--- src/rtl/mips_ctrl_pkg.sv ---
// Shared constants, state encoding and per-state strobe decode for the
// multi-cycle MIPS main controller.
package mips_ctrl_pkg;

   // Opcodes (instruction[31:26])
   localparam logic [5:0] OP_RTYPE = 6'b000000;
   localparam logic [5:0] OP_LW    = 6'b100011;
   localparam logic [5:0] OP_SW    = 6'b101011;
   localparam logic [5:0] OP_BEQ   = 6'b000100;
   localparam logic [5:0] OP_J     = 6'b000010;
   localparam logic [5:0] OP_ADDI  = 6'b001000;
   localparam logic [5:0] OP_ORI   = 6'b001101;

   // R-type funct codes the datapath ALU implements
   localparam logic [5:0] FN_ADD = 6'b100000;
   localparam logic [5:0] FN_SUB = 6'b100010;
   localparam logic [5:0] FN_AND = 6'b100100;
   localparam logic [5:0] FN_OR  = 6'b100101;
   localparam logic [5:0] FN_SLT = 6'b101010;

   // ALU operation select
   localparam logic [1:0] ALUOP_ADD   = 2'b00;
   localparam logic [1:0] ALUOP_SUB   = 2'b01;
   localparam logic [1:0] ALUOP_FUNCT = 2'b10;
   localparam logic [1:0] ALUOP_OR    = 2'b11;

   // ALU B-operand select
   localparam logic [1:0] SRCB_RT      = 2'b00;
   localparam logic [1:0] SRCB_FOUR    = 2'b01;
   localparam logic [1:0] SRCB_IMM     = 2'b10;
   localparam logic [1:0] SRCB_IMM_SH2 = 2'b11;

   // PC source select
   localparam logic [1:0] PCSRC_ALU    = 2'b00;
   localparam logic [1:0] PCSRC_ALUOUT = 2'b01;
   localparam logic [1:0] PCSRC_JUMP   = 2'b10;

   typedef enum logic [3:0] {
      ST_IDLE      = 4'd0,
      ST_FETCH     = 4'd1,
      ST_DECODE    = 4'd2,
      ST_R_EXEC    = 4'd3,
      ST_R_WB      = 4'd4,
      ST_MEM_ADDR  = 4'd5,
      ST_MEM_READ  = 4'd6,
      ST_MEM_WB    = 4'd7,
      ST_MEM_WRITE = 4'd8,
      ST_BRANCH    = 4'd9,
      ST_JUMP      = 4'd10,
      ST_I_EXEC    = 4'd11,
      ST_I_WB      = 4'd12,
      ST_TRAP      = 4'd13
   } state_e;

   // Strobes held per state; *_rdy fields are later qualified by mem_ready.
   typedef struct packed {
      logic       ir_wr_rdy;
      logic       pc_wr;
      logic       pc_wr_rdy;
      logic       pc_wr_cond;
      logic       ior_d;
      logic       mem_rd;
      logic       mem_wr;
      logic       mem_to_reg;
      logic       reg_dst;
      logic       reg_wr;
      logic       alu_src_a;
      logic [1:0] alu_src_b;
      logic [1:0] alu_op;
      logic [1:0] pc_source;
      logic       retire;
      logic       retire_rdy;
   } ctrl_t;

   function automatic logic funct_legal(input logic [5:0] fn);
      logic ok;
      case (fn)
         FN_ADD, FN_SUB, FN_AND, FN_OR, FN_SLT: ok = 1'b1;
         default:                               ok = 1'b0;
      endcase
      return ok;
   endfunction

   // Strobe pattern for a state; ori selects the OR ALU op in I_EXEC.
   function automatic ctrl_t ctrl_for_state(input state_e st, input logic ori);
      ctrl_t c;
      c = ctrl_t'({$bits(ctrl_t){1'b0}});
      case (st)
         ST_FETCH: begin
            c.ir_wr_rdy = 1'b1;
            c.pc_wr_rdy = 1'b1;
            c.mem_rd    = 1'b1;
            c.alu_src_b = SRCB_FOUR;
            c.alu_op    = ALUOP_ADD;
            c.pc_source = PCSRC_ALU;
         end
         ST_DECODE: begin
            c.alu_src_b = SRCB_IMM_SH2;
            c.alu_op    = ALUOP_ADD;
         end
         ST_R_EXEC: begin
            c.alu_src_a = 1'b1;
            c.alu_src_b = SRCB_RT;
            c.alu_op    = ALUOP_FUNCT;
         end
         ST_R_WB: begin
            c.reg_dst = 1'b1;
            c.reg_wr  = 1'b1;
            c.retire  = 1'b1;
         end
         ST_MEM_ADDR: begin
            c.alu_src_a = 1'b1;
            c.alu_src_b = SRCB_IMM;
            c.alu_op    = ALUOP_ADD;
         end
         ST_MEM_READ: begin
            c.ior_d  = 1'b1;
            c.mem_rd = 1'b1;
         end
         ST_MEM_WB: begin
            c.reg_wr     = 1'b1;
            c.mem_to_reg = 1'b1;
            c.retire     = 1'b1;
         end
         ST_MEM_WRITE: begin
            c.ior_d      = 1'b1;
            c.mem_wr     = 1'b1;
            c.retire_rdy = 1'b1;
         end
         ST_BRANCH: begin
            c.alu_src_a  = 1'b1;
            c.alu_src_b  = SRCB_RT;
            c.alu_op     = ALUOP_SUB;
            c.pc_wr_cond = 1'b1;
            c.pc_source  = PCSRC_ALUOUT;
            c.retire     = 1'b1;
         end
         ST_JUMP: begin
            c.pc_wr     = 1'b1;
            c.pc_source = PCSRC_JUMP;
            c.retire    = 1'b1;
         end
         ST_I_EXEC: begin
            c.alu_src_a = 1'b1;
            c.alu_src_b = SRCB_IMM;
            c.alu_op    = ori ? ALUOP_OR : ALUOP_ADD;
         end
         ST_I_WB: begin
            c.reg_wr = 1'b1;
            c.retire = 1'b1;
         end
         default: begin
            c = ctrl_t'({$bits(ctrl_t){1'b0}});
         end
      endcase
      return c;
   endfunction

endpackage

--- src/rtl/mem_wait_timer.sv ---
// Counts cycles spent waiting on a memory access and flags when the
// MEM_TIMEOUT-th waiting cycle is reached.
module mem_wait_timer #(
   parameter int MEM_TIMEOUT = 64
) (
   input  logic clk_i,
   input  logic rst_i,
   input  logic clear_i,
   input  logic enable_i,
   output logic expired_o
);

   // Count value during the final allowed wait cycle.
   localparam logic [7:0] LIMIT = 8'(MEM_TIMEOUT - 1);

   logic [7:0] count_q;

   // Wait-cycle counter: cleared between accesses, saturates at the limit
   always_ff @(posedge clk_i) begin
      if (rst_i) begin
         count_q <= 8'd0;
      end else if (clear_i) begin
         count_q <= 8'd0;
      end else if (enable_i && !expired_o) begin
         count_q <= count_q + 8'd1;
      end else begin
         count_q <= count_q;
      end
   end

   assign expired_o = (count_q >= LIMIT);

endmodule

--- src/rtl/mips_multicycle_control.sv ---
// Multi-cycle MIPS main controller: sequences fetch/decode/execute/memory/
// writeback, flags illegal instructions and memory timeouts, counts retires.
module mips_multicycle_control
   import mips_ctrl_pkg::*;
#(
   parameter int MEM_TIMEOUT = 64,
   parameter int CNT_W       = 32
) (
   input  logic             clock,
   input  logic             reset,
   input  logic [5:0]       opcode,
   input  logic [5:0]       funct,
   input  logic             zero,
   input  logic             mem_ready,
   output logic             irWrite,
   output logic             pcWrite,
   output logic             pcWriteCond,
   output logic             iorD,
   output logic             memRead,
   output logic             memWrite,
   output logic             memToReg,
   output logic             regDst,
   output logic             regWr,
   output logic             aluSrcA,
   output logic [1:0]       aluSrcB,
   output logic [1:0]       aluOp,
   output logic [1:0]       pcSource,
   output logic             retire,
   output logic [CNT_W-1:0] instr_count,
   output logic             trap,
   output logic             bus_error
);

   state_e           state_q, state_d;
   ctrl_t            ctrl_q;
   logic             is_sw_q, is_sw_d;
   logic             is_ori_q, is_ori_d;
   logic             trap_q, bus_error_q;
   logic [CNT_W-1:0] count_q;
   logic             in_mem_s, expired_s, timeout_s, gate_s, retire_s;
   logic             unused_s;

   // zero only gates the PC write in the datapath (pcWriteCond & zero).
   assign unused_s = zero;

   assign in_mem_s = (state_q == ST_FETCH) || (state_q == ST_MEM_READ) ||
                     (state_q == ST_MEM_WRITE);

   mem_wait_timer #(.MEM_TIMEOUT(MEM_TIMEOUT)) u_timer (
      .clk_i     (clock),
      .rst_i     (reset),
      .clear_i   (~in_mem_s | mem_ready),
      .enable_i  (in_mem_s),
      .expired_o (expired_s)
   );

   // Next-state selection and capture of instruction class at decode
   always_comb begin
      state_d   = state_q;
      is_sw_d   = is_sw_q;
      is_ori_d  = is_ori_q;
      timeout_s = 1'b0;
      case (state_q)
         ST_IDLE: state_d = ST_FETCH;
         ST_FETCH: begin
            if (mem_ready) begin
               state_d = ST_DECODE;
            end else if (expired_s) begin
               state_d   = ST_TRAP;
               timeout_s = 1'b1;
            end else begin
               state_d = ST_FETCH;
            end
         end
         ST_DECODE: begin
            is_sw_d  = (opcode == OP_SW);
            is_ori_d = (opcode == OP_ORI);
            case (opcode)
               OP_RTYPE:       state_d = funct_legal(funct) ? ST_R_EXEC : ST_TRAP;
               OP_LW, OP_SW:   state_d = ST_MEM_ADDR;
               OP_BEQ:         state_d = ST_BRANCH;
               OP_J:           state_d = ST_JUMP;
               OP_ADDI, OP_ORI: state_d = ST_I_EXEC;
               default:        state_d = ST_TRAP;
            endcase
         end
         ST_R_EXEC:   state_d = ST_R_WB;
         ST_R_WB:     state_d = ST_FETCH;
         ST_MEM_ADDR: state_d = is_sw_q ? ST_MEM_WRITE : ST_MEM_READ;
         ST_MEM_READ: begin
            if (mem_ready) begin
               state_d = ST_MEM_WB;
            end else if (expired_s) begin
               state_d   = ST_TRAP;
               timeout_s = 1'b1;
            end else begin
               state_d = ST_MEM_READ;
            end
         end
         ST_MEM_WB: state_d = ST_FETCH;
         ST_MEM_WRITE: begin
            if (mem_ready) begin
               state_d = ST_FETCH;
            end else if (expired_s) begin
               state_d   = ST_TRAP;
               timeout_s = 1'b1;
            end else begin
               state_d = ST_MEM_WRITE;
            end
         end
         ST_BRANCH: state_d = ST_FETCH;
         ST_JUMP:   state_d = ST_FETCH;
         ST_I_EXEC: state_d = ST_I_WB;
         ST_I_WB:   state_d = ST_FETCH;
         ST_TRAP:   state_d = ST_TRAP;
         default:   state_d = ST_TRAP;
      endcase
   end

   // Reset blanks every strobe immediately so no partial writeback completes.
   assign gate_s   = ~reset;
   assign retire_s = gate_s & (ctrl_q.retire | (ctrl_q.retire_rdy & mem_ready));

   // FSM state, strobes registered alongside it, sticky flags, retire count
   always_ff @(posedge clock) begin
      if (reset) begin
         state_q     <= ST_IDLE;
         ctrl_q      <= ctrl_for_state(ST_IDLE, 1'b0);
         is_sw_q     <= 1'b0;
         is_ori_q    <= 1'b0;
         trap_q      <= 1'b0;
         bus_error_q <= 1'b0;
         count_q     <= {CNT_W{1'b0}};
      end else begin
         state_q     <= state_d;
         ctrl_q      <= ctrl_for_state(state_d, is_ori_d);
         is_sw_q     <= is_sw_d;
         is_ori_q    <= is_ori_d;
         trap_q      <= trap_q | (state_d == ST_TRAP);
         bus_error_q <= bus_error_q | timeout_s;
         count_q     <= retire_s ? count_q + CNT_W'(1) : count_q;
      end
   end

   assign irWrite     = gate_s & ctrl_q.ir_wr_rdy & mem_ready;
   assign pcWrite     = gate_s & (ctrl_q.pc_wr | (ctrl_q.pc_wr_rdy & mem_ready));
   assign pcWriteCond = gate_s & ctrl_q.pc_wr_cond;
   assign iorD        = gate_s & ctrl_q.ior_d;
   assign memRead     = gate_s & ctrl_q.mem_rd;
   assign memWrite    = gate_s & ctrl_q.mem_wr;
   assign memToReg    = gate_s & ctrl_q.mem_to_reg;
   assign regDst      = gate_s & ctrl_q.reg_dst;
   assign regWr       = gate_s & ctrl_q.reg_wr;
   assign aluSrcA     = gate_s & ctrl_q.alu_src_a;
   assign aluSrcB     = gate_s ? ctrl_q.alu_src_b : 2'b00;
   assign aluOp       = gate_s ? ctrl_q.alu_op    : 2'b00;
   assign pcSource    = gate_s ? ctrl_q.pc_source : 2'b00;
   assign retire      = retire_s;
   assign instr_count = count_q;
   assign trap        = trap_q;
   assign bus_error   = bus_error_q;

endmodule

--- config.mk ---
export PLATFORM = sky130hd
export DESIGN_NAME = mips_multicycle_control
export DESIGN_NICKNAME = d
export VERILOG_FILES = /design/src/rtl/mips_ctrl_pkg.sv /design/src/rtl/mem_wait_timer.sv /design/src/rtl/mips_multicycle_control.sv
export SDC_FILE = /design/constraint.sdc
export NUM_CORES = 1
export LEC_CHECK = 0
export ABC_CLOCK_PERIOD_IN_PS = 3300
export CORE_ASPECT_RATIO = 1.5
export CORE_MARGIN = 4
export CORE_UTILIZATION = 52
export DETAILED_ROUTE_END_ITERATION = 8
export PLACE_DENSITY = 0.81
export SYNTH_ARGS = -nofsm -noshare
export SYNTH_HDL_FRONTEND = slang
export SYNTH_SLANG_ARGS = --single-unit
--- constraint.sdc ---
create_clock -name clock -period 3.3 [get_ports clock]
set_input_delay 0.99 -clock clock [delete_from_list [all_inputs] [get_ports clock]]
set_output_delay 0.99 -clock clock [all_outputs]
set_load 0.01 [all_outputs]
==> qor.csv <==
stage;metric;value;unit
setup_path;Slowest-stage cell, CP;clkdlybuf4s50_1;
timing;Clock Skew;0.00619;ns
logic_synthesis;share of the synthesized area in the top cell type;0.387;
clocking;CTS buffer count;9;
logic_synthesis;Synth Instances;382;
timing;total negative setup slack;0;ns
logic_synthesis;Post-synth top flop;dfxtp_1;
timing;final worst-path cycle share;0.942;
pwr;Static Leak;1.47;nW
clocking;CTS tree;built;
timing;final setup vio count;0;
pwr;total power;1.56;mW
place;Placed Cells;517;
layout;Sequential Area;0.00128;mm^2
setup_path;Critical Path Sink Type;output port;
setup_path;reg2reg end;ctrl_q[9];
detailed_routing;drt pass-1 iters;4;
detailed_routing;via count;2928;
layout;Multi-input gate area;0.00185;mm^2
setup_path;R2R cell count;6;
layout;design area;0.00422;mm^2
timing;crit path time final;3.11;ns
setup_path;crit path DAT;2.12;ns
grt;total gr overflow;0;
setup_path;WP data required;2.31;ns
setup_path;worst flop-to-flop path startpoint;state_q[0];
timing;Slew @ Worst Pin;0.829;ns
logic_synthesis;Synth area leader;dfxtp_1;
timing;WHS;0.458;ns
logic_synthesis;Synth Cell Area;0.00331;mm^2
grt;vias in the first global route;2959;
logic_synthesis;top cells by area, synth;dfxtp_1 39%, nor2_1 5.8%, xnor2_1 5.6%;
logic_synthesis;Synth cell types;61;
detailed_routing;Routed WL per cell;14.2;um
logic_synthesis;flops & latches, synth;64;
floorplanning;Die H;106;um
layout;fraction of layout cells with a size suffix above 1;0.132;
setup_path;cells along the critical path;clkdlybuf4s50_1, nor2b_1, and2_1, a21o_1, dlygate4sd2_1;
timing;Max Clock Freq;0.322;GHz
place;placement-stage cell area;0.00407;mm^2
worst_hold_path;hold depth;2;
setup_path;crit-path max FO;2;
layout;antenna diode count;0;
place;GP Congestion;0.870;
logic_synthesis;Avg Inst Size Synth;8.67;um^2
timing;setup slack after layout;0.193;ns
clocking;later-pin clock latency in the skew report;0.33;ns
logic_synthesis;Post-synth top cells;64 x dfxtp_1, 51 x nor2_1, 27 x nand2_1, 21 x xnor2_1, 19 x nor2b_1;
clocking;Max Buffers Root-to-Sink;2;
layout;synthesis-to-finish area growth;27.5;%
logic_synthesis;syn nets;400;
floorplanning;Die Footprint;0.00773;mm^2
job;Max Cap Viol;0;
pwr;Worst IR Drop VDD;0.262;mV
floorplanning;die width;73.2;um
pwr;Cell Pwr Density;370;mW/mm^2
detailed_routing;initial DRC count;168;
clocking;clock-pin slew on the worst setup and hold paths;0.06;ns
detailed_routing;DRC;0;
detailed_routing;Detailed Route WL;7.51;mm
floorplanning;Core Area;0.00617;mm^2
grt;initial antenna violation count;0;
setup_path;Setup CP Type;in2out;
place;detailed-placement wirelength estimate;5.63;mm
setup_path;max incr delay on CP;0.41;ns
floorplanning;io pins;67;
worst_hold_path;Worst Hold End;bus_error;
grt;pin count of the biggest net entering global routing;31;
layout;Final Non-Filler Cells;529;
clocking;clk sinks;64;
floorplanning;Starting Density;0.536;
layout;Filler Cell Count;517;
timing;Slew Limit Fails;0;
run_status;status;finished, final reports clean;
setup_path;startpoint class of the critical path;input pin;
logic_synthesis;Post-synth EDFFs;0;
logic_synthesis;Syn. warnings;0;
layout;post-layout util;0.683;
timing;final hold vios;0;
logic_synthesis;Seq/Total Area, Yosys;0.387;
clocking;Clock Tree Root;clkbuf_8;
timing;unrepaired setup endpoints after global routing;false;
logic_synthesis;asr flop ratio synth;0;
logic_synthesis;most numerous cell in the Yosys netlist;dfxtp_1;
place;DP Worst Slack;-0.0676;ns
timing;worst rel slew slack;0.447;
worst_hold_path;Hold Crit Class;reg2reg;
floorplanning;row count;35;
setup_path;Reg2Reg Setup Slack;0.88;ns
place;IO buf count;65;
clocking;CTS H-tree depth;3;
layout;nets;472;
detailed_routing;Routed Antenna Nets;0;
clocking;Post-CTS Repair Setup Buffers;0;
grt;first-pass GRT wire length;12.6;mm
grt;Global Route Usage Sum;0.202;
detailed_routing;Via-to-Cell Ratio;5.53;
worst_hold_path;Hold Startpoint;bus_error;
[layer usage]
layer | share of wire | global-route usage | vias to the layer above
li1 | - | - | 1456
met1 | 0.39 | 0.213 | 1376
met2 | 0.55 | 0.369 | 77
met3 | 0.043 | 0.0420 | 19
met4 | 0.026 | 0.0897 | 0
met5 | 0 | 0 | -
[what timing repair did]
action,4_1_cts,5_1_grt
resized for setup,2,1
pin swaps,0,0
hold buffers,0,0
endpoints found under the setup margin,2,1
[cell families (layout without fill, tap and decap cells)]
kind of cell	Yosys count	after routing	share of synthesized area
AO/OA/AOI/OAI	47	47	0.110
XOR/XNOR	36	36	0.0952
adder cells (fa/ha/maj)	2	2	0.00756
buffers and inverters	38	111	0.0533
flip-flops	64	64	0.387
multiplexers	5	5	0.0193
AND/OR/NAND/NOR	190	190	0.327
[report_power, final]
group / internal [mW] / leakage (nW) / switching [mW]
Combinational: 0.103 / 0.877 / 0.105
Sequential: 0.792 / 0.518 / 0.0211
Clock: 0.273 / 0.0797 / 0.269
Total: 1.17 / 1.47 / 0.395
[registers in the layout, summed over array words and instances (netlist names)]
signal	flops
is_ori_q	1
instr_count	32
state_q	4
bus_error	1
u_timer.count_q	8
is_sw_q	1
ctrl_q	16
trap	1
[cells in the final DEF (no fill, tap or decap), types with 2 or more instances in the layout]
| cell type | instances |
|---|---|
| clkinv_2 | 2 |
| nand2b_1 | 7 |
| o21ai_0 | 9 |
| dfxtp_1 | 64 |
| nand2_1 | 27 |
| nand3_1 | 15 |
| a21oi_1 | 11 |
| xnor2_1 | 21 |
| nor3_1 | 9 |
| nor3b_1 | 5 |
| nor2_1 | 51 |
| a21o_1 | 2 |
| or3_1 | 11 |
| nand4_2 | 2 |
| and2_1 | 3 |
| a211oi_1 | 4 |
| dlygate4sd2_1 | 2 |
| nor2b_1 | 19 |
| ha_1 | 2 |
| clkbuf_8 | 10 |
| nor4_2 | 5 |
| buf_4 | 15 |
| mux2i_1 | 3 |
| and3_1 | 4 |
| nor3_2 | 10 |
| and4_1 | 4 |
| xor2_1 | 15 |
| nand4_1 | 9 |
| inv_1 | 17 |
| a31oi_1 | 2 |
| clkdlybuf4s50_1 | 61 |
| a2bb2oi_1 | 2 |
[area by class of cell]
type,count,share of cell area
Timing Repair Buffer,81,0.184
Tap cell,74,0.0219
Inverter,18,0.0160
Clock inverter,2,0.00237
Clock buffer,10,0.0326
Sequential cell,64,0.304
Multi-Input combinational cell,280,0.439
[how the worst max path moves through the flow]
stage              start       to  slack (ns)  cells past startpoint
3_3_place_gp   mem_ready  pcWrite       -0.08                      5
6_report       mem_ready  pcWrite        0.19                      5
4_1_cts        mem_ready   retire        0.01                      5
2_1_floorplan      reset   retire        0.39                      4
3_5_place_dp   mem_ready  pcWrite       -0.07                      5
5_1_grt        mem_ready  pcWrite        0.11                      5
[critical path: cells and delay by family]
family	cells	cell delay, ns
AND/OR/NAND/NOR	2	0.30
buffers and inverters	2	0.68
AO/OA/AOI/OAI	1	0.14
(Power assumes the default switching activity.)
